### src/rtl/mux_sched_pkg.sv
// Shared encodings for the operand-mux scheduler: FSM states and select-counter geometry.
package mux_sched_pkg;

    localparam int          SEL_W    = 2;
    localparam int          NUM_IN   = 4;
    localparam logic [1:0]  LAST_SEL = 2'd3;

    typedef enum logic [1:0] {
        IDLE  = 2'd0,
        RUN   = 2'd1,
        DRAIN = 2'd2,
        DONE  = 2'd3
    } sched_state_t;

endpackage

### src/rtl/sched_counter.sv
// Select/pass counter pair for the operand scheduler, with wrap and terminal flags.
module sched_counter
    import mux_sched_pkg::*;
#(
    parameter int PASS_W = 4
) (
    input  logic              clock,
    input  logic              reset,
    input  logic              clr,
    input  logic              en,
    input  logic [PASS_W-1:0] pass_last,
    output logic [SEL_W-1:0]  sel_cnt,
    output logic              wrap,
    output logic              terminal
);

    logic [PASS_W-1:0] pass_cnt;

    assign wrap     = (sel_cnt == LAST_SEL);
    assign terminal = wrap && (pass_cnt == pass_last);

    // sel_cnt is exactly SEL_W bits wide, so 3 -> 0 wraps on its own.
    always_ff @(posedge clock or negedge reset) begin
        if (!reset) begin
            sel_cnt  <= '0;
            pass_cnt <= '0;
        end else if (clr) begin
            sel_cnt  <= '0;
            pass_cnt <= '0;
        end else if (en) begin
            sel_cnt <= sel_cnt + SEL_W'(1);
            if (wrap) begin
                pass_cnt <= pass_cnt + PASS_W'(1);
            end
        end
    end

endmodule

### src/rtl/mux_sched_ctrl.sv
// Sequences the 4:1 operand mux for a programmed number of passes into a registered valid/ready beat stream.
//   state | meaning
//   IDLE  | waiting for start; counters parked
//   RUN   | loading one operand per accepted beat
//   DRAIN | final beat (select 3 of last pass) waiting to be accepted
//   DONE  | one-cycle done pulse, then back to IDLE
module mux_sched_ctrl
    import mux_sched_pkg::*;
#(
    parameter int DATA_W = 16,
    parameter int PASS_W = 4
) (
    input  logic              clock,
    input  logic              reset,
    input  logic              start,
    input  logic [PASS_W-1:0] num_passes,
    input  logic              ready,
    input  logic [DATA_W-1:0] input_1,
    input  logic [DATA_W-1:0] input_2,
    input  logic [DATA_W-1:0] input_3,
    input  logic [DATA_W-1:0] input_4,
    output logic [SEL_W-1:0]  select,
    output logic [DATA_W-1:0] out,
    output logic              out_valid,
    output logic              last,
    output logic              busy,
    output logic              done
);

    sched_state_t      state;
    logic [PASS_W-1:0] num_lat;
    logic [SEL_W-1:0]  sel_cnt;
    logic              wrap;
    logic              terminal;
    logic              load;
    logic              cnt_clr;
    logic [DATA_W-1:0] operand;

    assign load    = (state == RUN) && (!out_valid || ready);
    assign cnt_clr = (state == IDLE) && start && (num_passes != '0);

    sched_counter #(.PASS_W(PASS_W)) u_cnt (
        .clock     (clock),
        .reset     (reset),
        .clr       (cnt_clr),
        .en        (load),
        .pass_last (num_lat - PASS_W'(1)),
        .sel_cnt   (sel_cnt),
        .wrap      (wrap),
        .terminal  (terminal)
    );

    always_comb begin
        operand = input_1;
        case (sel_cnt)
            2'd0:    operand = input_1;
            2'd1:    operand = input_2;
            2'd2:    operand = input_3;
            2'd3:    operand = input_4;
            default: operand = input_1;
        endcase
    end

    always_ff @(posedge clock or negedge reset) begin
        if (!reset) begin
            state     <= IDLE;
            num_lat   <= '0;
            select    <= '0;
            out       <= '0;
            out_valid <= 1'b0;
            last      <= 1'b0;
            busy      <= 1'b0;
            done      <= 1'b0;
        end else begin
            done <= 1'b0;
            case (state)
                IDLE: begin
                    if (start) begin
                        if (num_passes != '0) begin
                            num_lat <= num_passes;
                            busy    <= 1'b1;
                            state   <= RUN;
                        end else begin
                            done  <= 1'b1;
                            state <= DONE;
                        end
                    end
                end
                RUN: begin
                    if (load) begin
                        out       <= operand;
                        select    <= sel_cnt;
                        last      <= wrap;
                        out_valid <= 1'b1;
                        if (terminal) begin
                            state <= DRAIN;
                        end
                    end
                end
                DRAIN: begin
                    if (out_valid && ready) begin
                        out_valid <= 1'b0;
                        last      <= 1'b0;
                        busy      <= 1'b0;
                        done      <= 1'b1;
                        state     <= DONE;
                    end
                end
                DONE: begin
                    state <= IDLE;
                end
                default: begin
                    state <= IDLE;
                end
            endcase
        end
    end

endmodule
### config.mk
export PLATFORM = sky130hd
export DESIGN_NAME = mux_sched_ctrl
export DESIGN_NICKNAME = d
export VERILOG_FILES = /design/src/rtl/mux_sched_pkg.sv /design/src/rtl/sched_counter.sv /design/src/rtl/mux_sched_ctrl.sv
export SDC_FILE = /design/constraint.sdc
export NUM_CORES = 1
export LEC_CHECK = 0
export CORE_MARGIN = 2
export CORE_UTILIZATION = 30
export DETAILED_ROUTE_END_ITERATION = 10
export PLACE_DENSITY_LB_ADDON = 0.3
export SYNTH_ARGS = -nofsm -noshare
export SYNTH_HDL_FRONTEND = slang
export SYNTH_HIERARCHICAL = 1
export SYNTH_SLANG_ARGS = --single-unit
### constraint.sdc
create_clock -name clock -period 2.7 [get_ports clock]
set_input_delay 0.54 -clock clock [delete_from_list [all_inputs] [get_ports clock]]
set_output_delay 0.54 -clock clock [all_outputs]
set_load 0.1 [all_outputs]
Yosys cells after proc, flatten, opt, wreduce, memory -nomap -nowiden --
Index checks and enable logic that the tools add are counted.
Cells by class: add/subtract/negate cells 3, equality and inequality tests 12, muxes and demuxes 24, reduce and logical (&&, ||, !) cells 20
Operator list (number):
- 16-bit case mux with 4 select lines | 1
- 2-bit 2-to-1 mux | 7
- 4-bit 2-to-1 mux | 3
- 2-bit equality test, second input constant | 4
- 1-bit 2-to-1 mux | 8
- 2-bit inequality test, second input constant | 4
- 1-bit case mux with 2 select lines | 4
- 2-bit case mux with 4 select lines | 1
- 4-bit AND reduction | 2
- 2-bit nonzero test | 4
- 3-bit AND reduction | 2
- 1-bit logical AND | 5
- 4-bit by 1-bit adder with 4-bit output, second input constant | 1
- 2-bit by 1-bit equality test with 1-bit output, second input constant | 2
- 4-bit equality test | 1
- 2-bit zero test | 2
- 2-bit AND reduction | 2
- 4-bit nonzero test | 1
- 4-bit by 1-bit subtractor with 4-bit output, second input constant | 1
- 2-bit by 1-bit adder with 2-bit output, second input constant | 1
- 2-bit by 1-bit inequality test with 1-bit output, second input constant | 1
- 1-bit zero test | 1
- 1-bit logical OR | 1
Word-level totals: flip-flop bits (word level) 34, input port bits 72, output and inout port bits 22, word-level logic and storage cells 69

Depth between registers and ports, before layout --
word-level depth 6, depth in mapped cells 8, gate-level depth less buffers 8

By module --
The synthesis kept the hierarchy.
By module, submodules not included:
- mux_sched_ctrl | times used 1, cells each 121, area each 1662.8 um^2, seq. area each 700.7 um^2
- sched_counter | times used 1, cells each 33, area each 322.8 um^2, seq. area each 150.1 um^2

Least setup slack after synthesis --
No wires, ideal clock.
path type register to register, from register out_valid, to register u_cnt.pass_cnt[3], setup time 0.078 ns, data arrival time 2.121 ns, required time 2.622 ns, path slack 0.501 ns, cell stages (with the launch flop) 8, path buffers 1, clock period less this slack 2.199 ns, cells stage by stage dfrtp_1 nand2b_1 nand2_2 buf_2 inv_1 nand2_2 or3_1 a21oi_1
Between the ends: cells in the longest elaborated chain, start to end 5
Ends and longest elaborated chain:
- start: declaration | RTL line mux_sched_ctrl.sv:24 | output logic out_valid,
- start signal: assignment | RTL line mux_sched_ctrl.sv:70 | out_valid <= 1'b0;
- start signal: assignment | RTL line mux_sched_ctrl.sv:94 | out_valid <= 1'b1;
- start signal: assignment | RTL line mux_sched_ctrl.sv:102 | out_valid <= 1'b0;
- 1-bit zero test | RTL line mux_sched_ctrl.sv:39 | assign load = (state == RUN) && (!out_valid || ready);
- 1-bit logical OR | RTL line mux_sched_ctrl.sv:39
- 1-bit logical AND | RTL line mux_sched_ctrl.sv:39
- net load | RTL line mux_sched_ctrl.sv:35 | logic load;
- 2-bit nonzero test (no source line)
- 2-bit AND reduction (no source line)
- end signal: assignment | RTL line sched_counter.sv:33 | pass_cnt <= pass_cnt + PASS_W'(1);
- end: declaration | RTL line sched_counter.sv:17 | logic [PASS_W-1:0] pass_cnt;
The timed path passes the listed nets, and every way through them passes these cells. A chain may end at the register's enable or synchronous reset.

Final worst setup path --
from register num_lat[0], to register state[1]
Between the ends: cells in the longest elaborated chain, start to end 5
Ends and longest elaborated chain:
- start: declaration | RTL line mux_sched_ctrl.sv:31 | logic [PASS_W-1:0] num_lat;
- start signal: assignment | RTL line mux_sched_ctrl.sv:80 | num_lat <= num_passes;
- 4-bit by 1-bit subtractor with 4-bit output | RTL line mux_sched_ctrl.sv:47 | .pass_last (num_lat - PASS_W'(1)),
- 4-bit equality test | RTL line sched_counter.sv:20 | assign terminal = wrap && (pass_cnt == pass_last);
- 1-bit logical AND | RTL line sched_counter.sv:20
- net terminal | RTL line mux_sched_ctrl.sv:34 | logic terminal;
- 2-bit inequality test (no source line)
- 4-bit AND reduction (no source line)
- end signal: assignment | RTL line mux_sched_ctrl.sv:66 | state <= IDLE;
- end signal: assignment | RTL line mux_sched_ctrl.sv:82 | state <= RUN;
- end signal: assignment | RTL line mux_sched_ctrl.sv:85 | state <= DONE;
- end: declaration | RTL line mux_sched_ctrl.sv:30 | sched_state_t state;
The timed path passes the listed nets, and every way through them passes these cells.

==> flow_metrics.tcl <==
set metrics [dict create \
    gp_congestion 0.765 \
    post-route-period-util_pct 74.2 \
    synth_area_per_cell_sq_um 12.9 \
    synth-async-reset-ratio_pct 100 \
    final.min_clock_period_ns 2.00 \
    grt_remaining_overflow 0 \
    route.vias.total 1597 \
    critical_path_class "reg2reg" \
    grt_setup_unrepaired "no" \
    grt_start_max_net_pins 35 \
    powerDensity_nw_per_um2 1280 \
    required_time_of_the_critical_path_ns 2.86 \
    coreArea_sq_um 6390 \
    setup.reg_to_reg.worst_slack_ns 0.70 \
    die_w_microns 85.4 \
    synthMuxAreaShare_pct 30.6 \
    hpwlAfterDp_microns 3490 \
    cts_sinks 34 \
    synth_fa_ha_area_share_pct 4.41 \
    irDropWorstVdd_uv 506 \
    synth_largest_area_cell "dfrtp_1" \
    layout-area-overhead-vs-synth_pct 51.1 \
    first_iter_violations 81 \
    cap_violations 0 \
    synth_instances 154 \
    total_power_mw 3.84 \
    synth_edf_count 0 \
    cts_max_level 2 \
    num_rows 29 \
    critical_path_peak_fanout 2 \
    post_route_clock_skew_ns 0.00479 \
    synth_top_family_by_area "multiplexers" \
    cts_buffer_depth 2 \
    crit_buf_inv 1 \
    clkTransAtPathRegs_ns 0.07 \
    timing.fmax_ghz 0.499 \
    min-delay-path-class "in2async" \
    postPlaceCellArea_sq_um 2920 \
    final_common_cell "clkdlybuf4s50_1" \
    outcome "complete, no violations" \
    final_hold_viol_count 0 \
    total_iterations_of_the_first_detailed_routing_run 4 \
    yosys.area_share.simple_pct 7.75 \
    synth_compound_gate_area_share_pct 6.74 \
    critical_path.max_stage_delay_ns 0.38 \
    synth.yosys.warnings 6 \
    cp.depth 8 \
    netlist_area_sq_um 1990 \
    synthDominantCellAreaShare_pct 42.8 \
    worstSetupEndpointType "flip-flop" \
    final_net_count 328 \
    worstSkewPairLatency_ns 0.28 \
    global_route.usage.total_pct 12.9 \
    final_design_area_no_fill_sq_um 3000 \
    cts.repair.resized 0 \
    postSynth.topFlopCell "dfrtp_1" \
    place.port_buffers 93 \
    tns_ns 0 \
    route.detailed.vias_per_inst 4.91 \
    synth-xor-area-share_pct 2.65 \
    holdBufCountCts 0 \
    finalSetupViolCount 0 \
    most-common-layout-cells "70 x clkdlybuf4s50_1, 34 x dfrtp_1, 25 x buf_4" \
    n_antenna_cell 0 \
    cts_buffers 5 \
    p_leak_nw 1.27 \
    drc_errors 0 \
    synth_seq_area_share_pct 42.8 \
    synth.distinct_cells 34 \
    io_pins 94 \
    via_count_of_the_first_global_routing_pass 1693 \
    r2r_cells 8 \
    share_of_layout_cells_above_drive_strength_1_pct 25.8 \
    post-cts-setup-buffer-count 0 \
    floorplan.die.height_microns 85.4 \
    report.final.slew_viol_count 0 \
    worst_hold_margin_ns 0.329 \
    die-area_sq_um 7290 \
    cts-root-buf "clkbuf_8" \
    maxSlewHeadroom_pct 50.0 \
    finalWirelength_microns 4480 \
    ant_nets 0 \
    grt_pass1_wl_microns 7420 \
    path_delay_family "simple AND/OR/NAND/NOR gates" \
    synthTopCellsByArea "dfrtp_1 43%, mux4_2 14%, mux2_2 10%" \
    worst-slew-pin-transition_ns 0.751 \
    effective_utilization_at_floorplan_pct 31.1 \
    timing.critical_path.from_type "flip-flop" \
    post_drt_wl_per_cell_microns 13.8 \
    clock_tree_from_tritoncts "yes" \
    crit_path_cell_trace "nor3_1, xor2_1, inv_1, a222oi_1, nor4b_1, nand2_1, a221o_1, mux2i_1" \
    antenna_violations_before_repair 0 \
    critical_path_arrival_ns 2.17 \
    critPathSlowestCell "dfrtp_1" \
    synth_nets 233 \
    synth-seq-cells 34 \
]
-- cells in the mapped netlist (2+ instances only) --
cell / number
o21ai_0: 7
mux4_2: 12
mux4_1: 4
a32o_1: 2
ha_1: 7
mux2_2: 18
dfrtp_1: 34
nand2_1: 6
nand3_1: 7
clkbuf_1: 3
buf_2: 3
mux2i_1: 3
nor2_1: 8
a21oi_1: 4
nor2b_1: 2
xor2_1: 5
inv_1: 11
nand2_2: 2
-- cells by family after synthesis --
family / count (synthesis)
multiplexers: 37
flip-flops: 34
AND/OR/NAND/NOR: 31
AO/OA/AOI/OAI: 20
buffers and inverters: 19
adder cells (fa/ha/maj): 7
XOR/XNOR: 6
-- worst register-to-register path, delay by kind of cell (launching register included) --
kind,cells,cell delay [ns]
AOI/OAI and AO/OA,2,0.53
xor gates and xnor gates,1,0.18
buffers and inverters,1,0.07
DFF,1,0.38
muxes,1,0.13
and+or+nand+nor,3,0.60
-- layer usage --
| layer | routed length (microns) | GRT usage (%) | vias up |
|---|---|---|---|
| met5 | 0 | 0 | - |
| met4 | 99 | 4.91 | 0 |
| met3 | 317 | 4.47 | 8 |
| met2 | 2240 | 22.1 | 60 |
| met1 | 1830 | 14.9 | 764 |
| li1 | - | - | 765 |
-- cell type report --
type	count	area [sq um]
Fill cell	596	3390
Multi-Input combinational cell	101	1040
Timing Repair Buffer	96	893
Sequential cell	34	851
Tap cell	77	96.3
Clock buffer	6	82.6
Inverter	11	41.3
-- state kept, by name, summed over array words and instances (netlist names), 2 cells and up --
register / flops
out: 16
u_cnt/pass_cnt: 4
u_cnt/sel_cnt: 2
state: 2
num_lat: 4
select: 2
-- where the power goes --
group,internal [mW],switching (mW),total [mW]
logic,0.843,1.75,2.59
registers,0.741,0.138,0.879
clock network,0.197,0.171,0.368
total,1.78,2.06,3.84
-- path summary, 6_finish.rpt --
check                           start       end
max                        num_lat[0]  state[1]
min reg2reg                   out[14]   out[14]
min in group clock            out[14]   out[14]
min                             reset   out[11]
max in group asynchronous       reset      last
max reg2reg                num_lat[0]  state[1]
-- metrics by stage --
step / utilization, % / cells / setup slack (ns)
after floorplan: - / 154 / 0.501
after global placement: 45.7 / 319 / 0.548
after detailed placement: 45.7 / 319 / 0.525
after CTS: 47.0 / 325 / 0.663
after global routing: 47.0 / 325 / 0.437
final: 47.0 / 325 / 0.696
No activity file was read; power rests on OpenSTA's default activity.
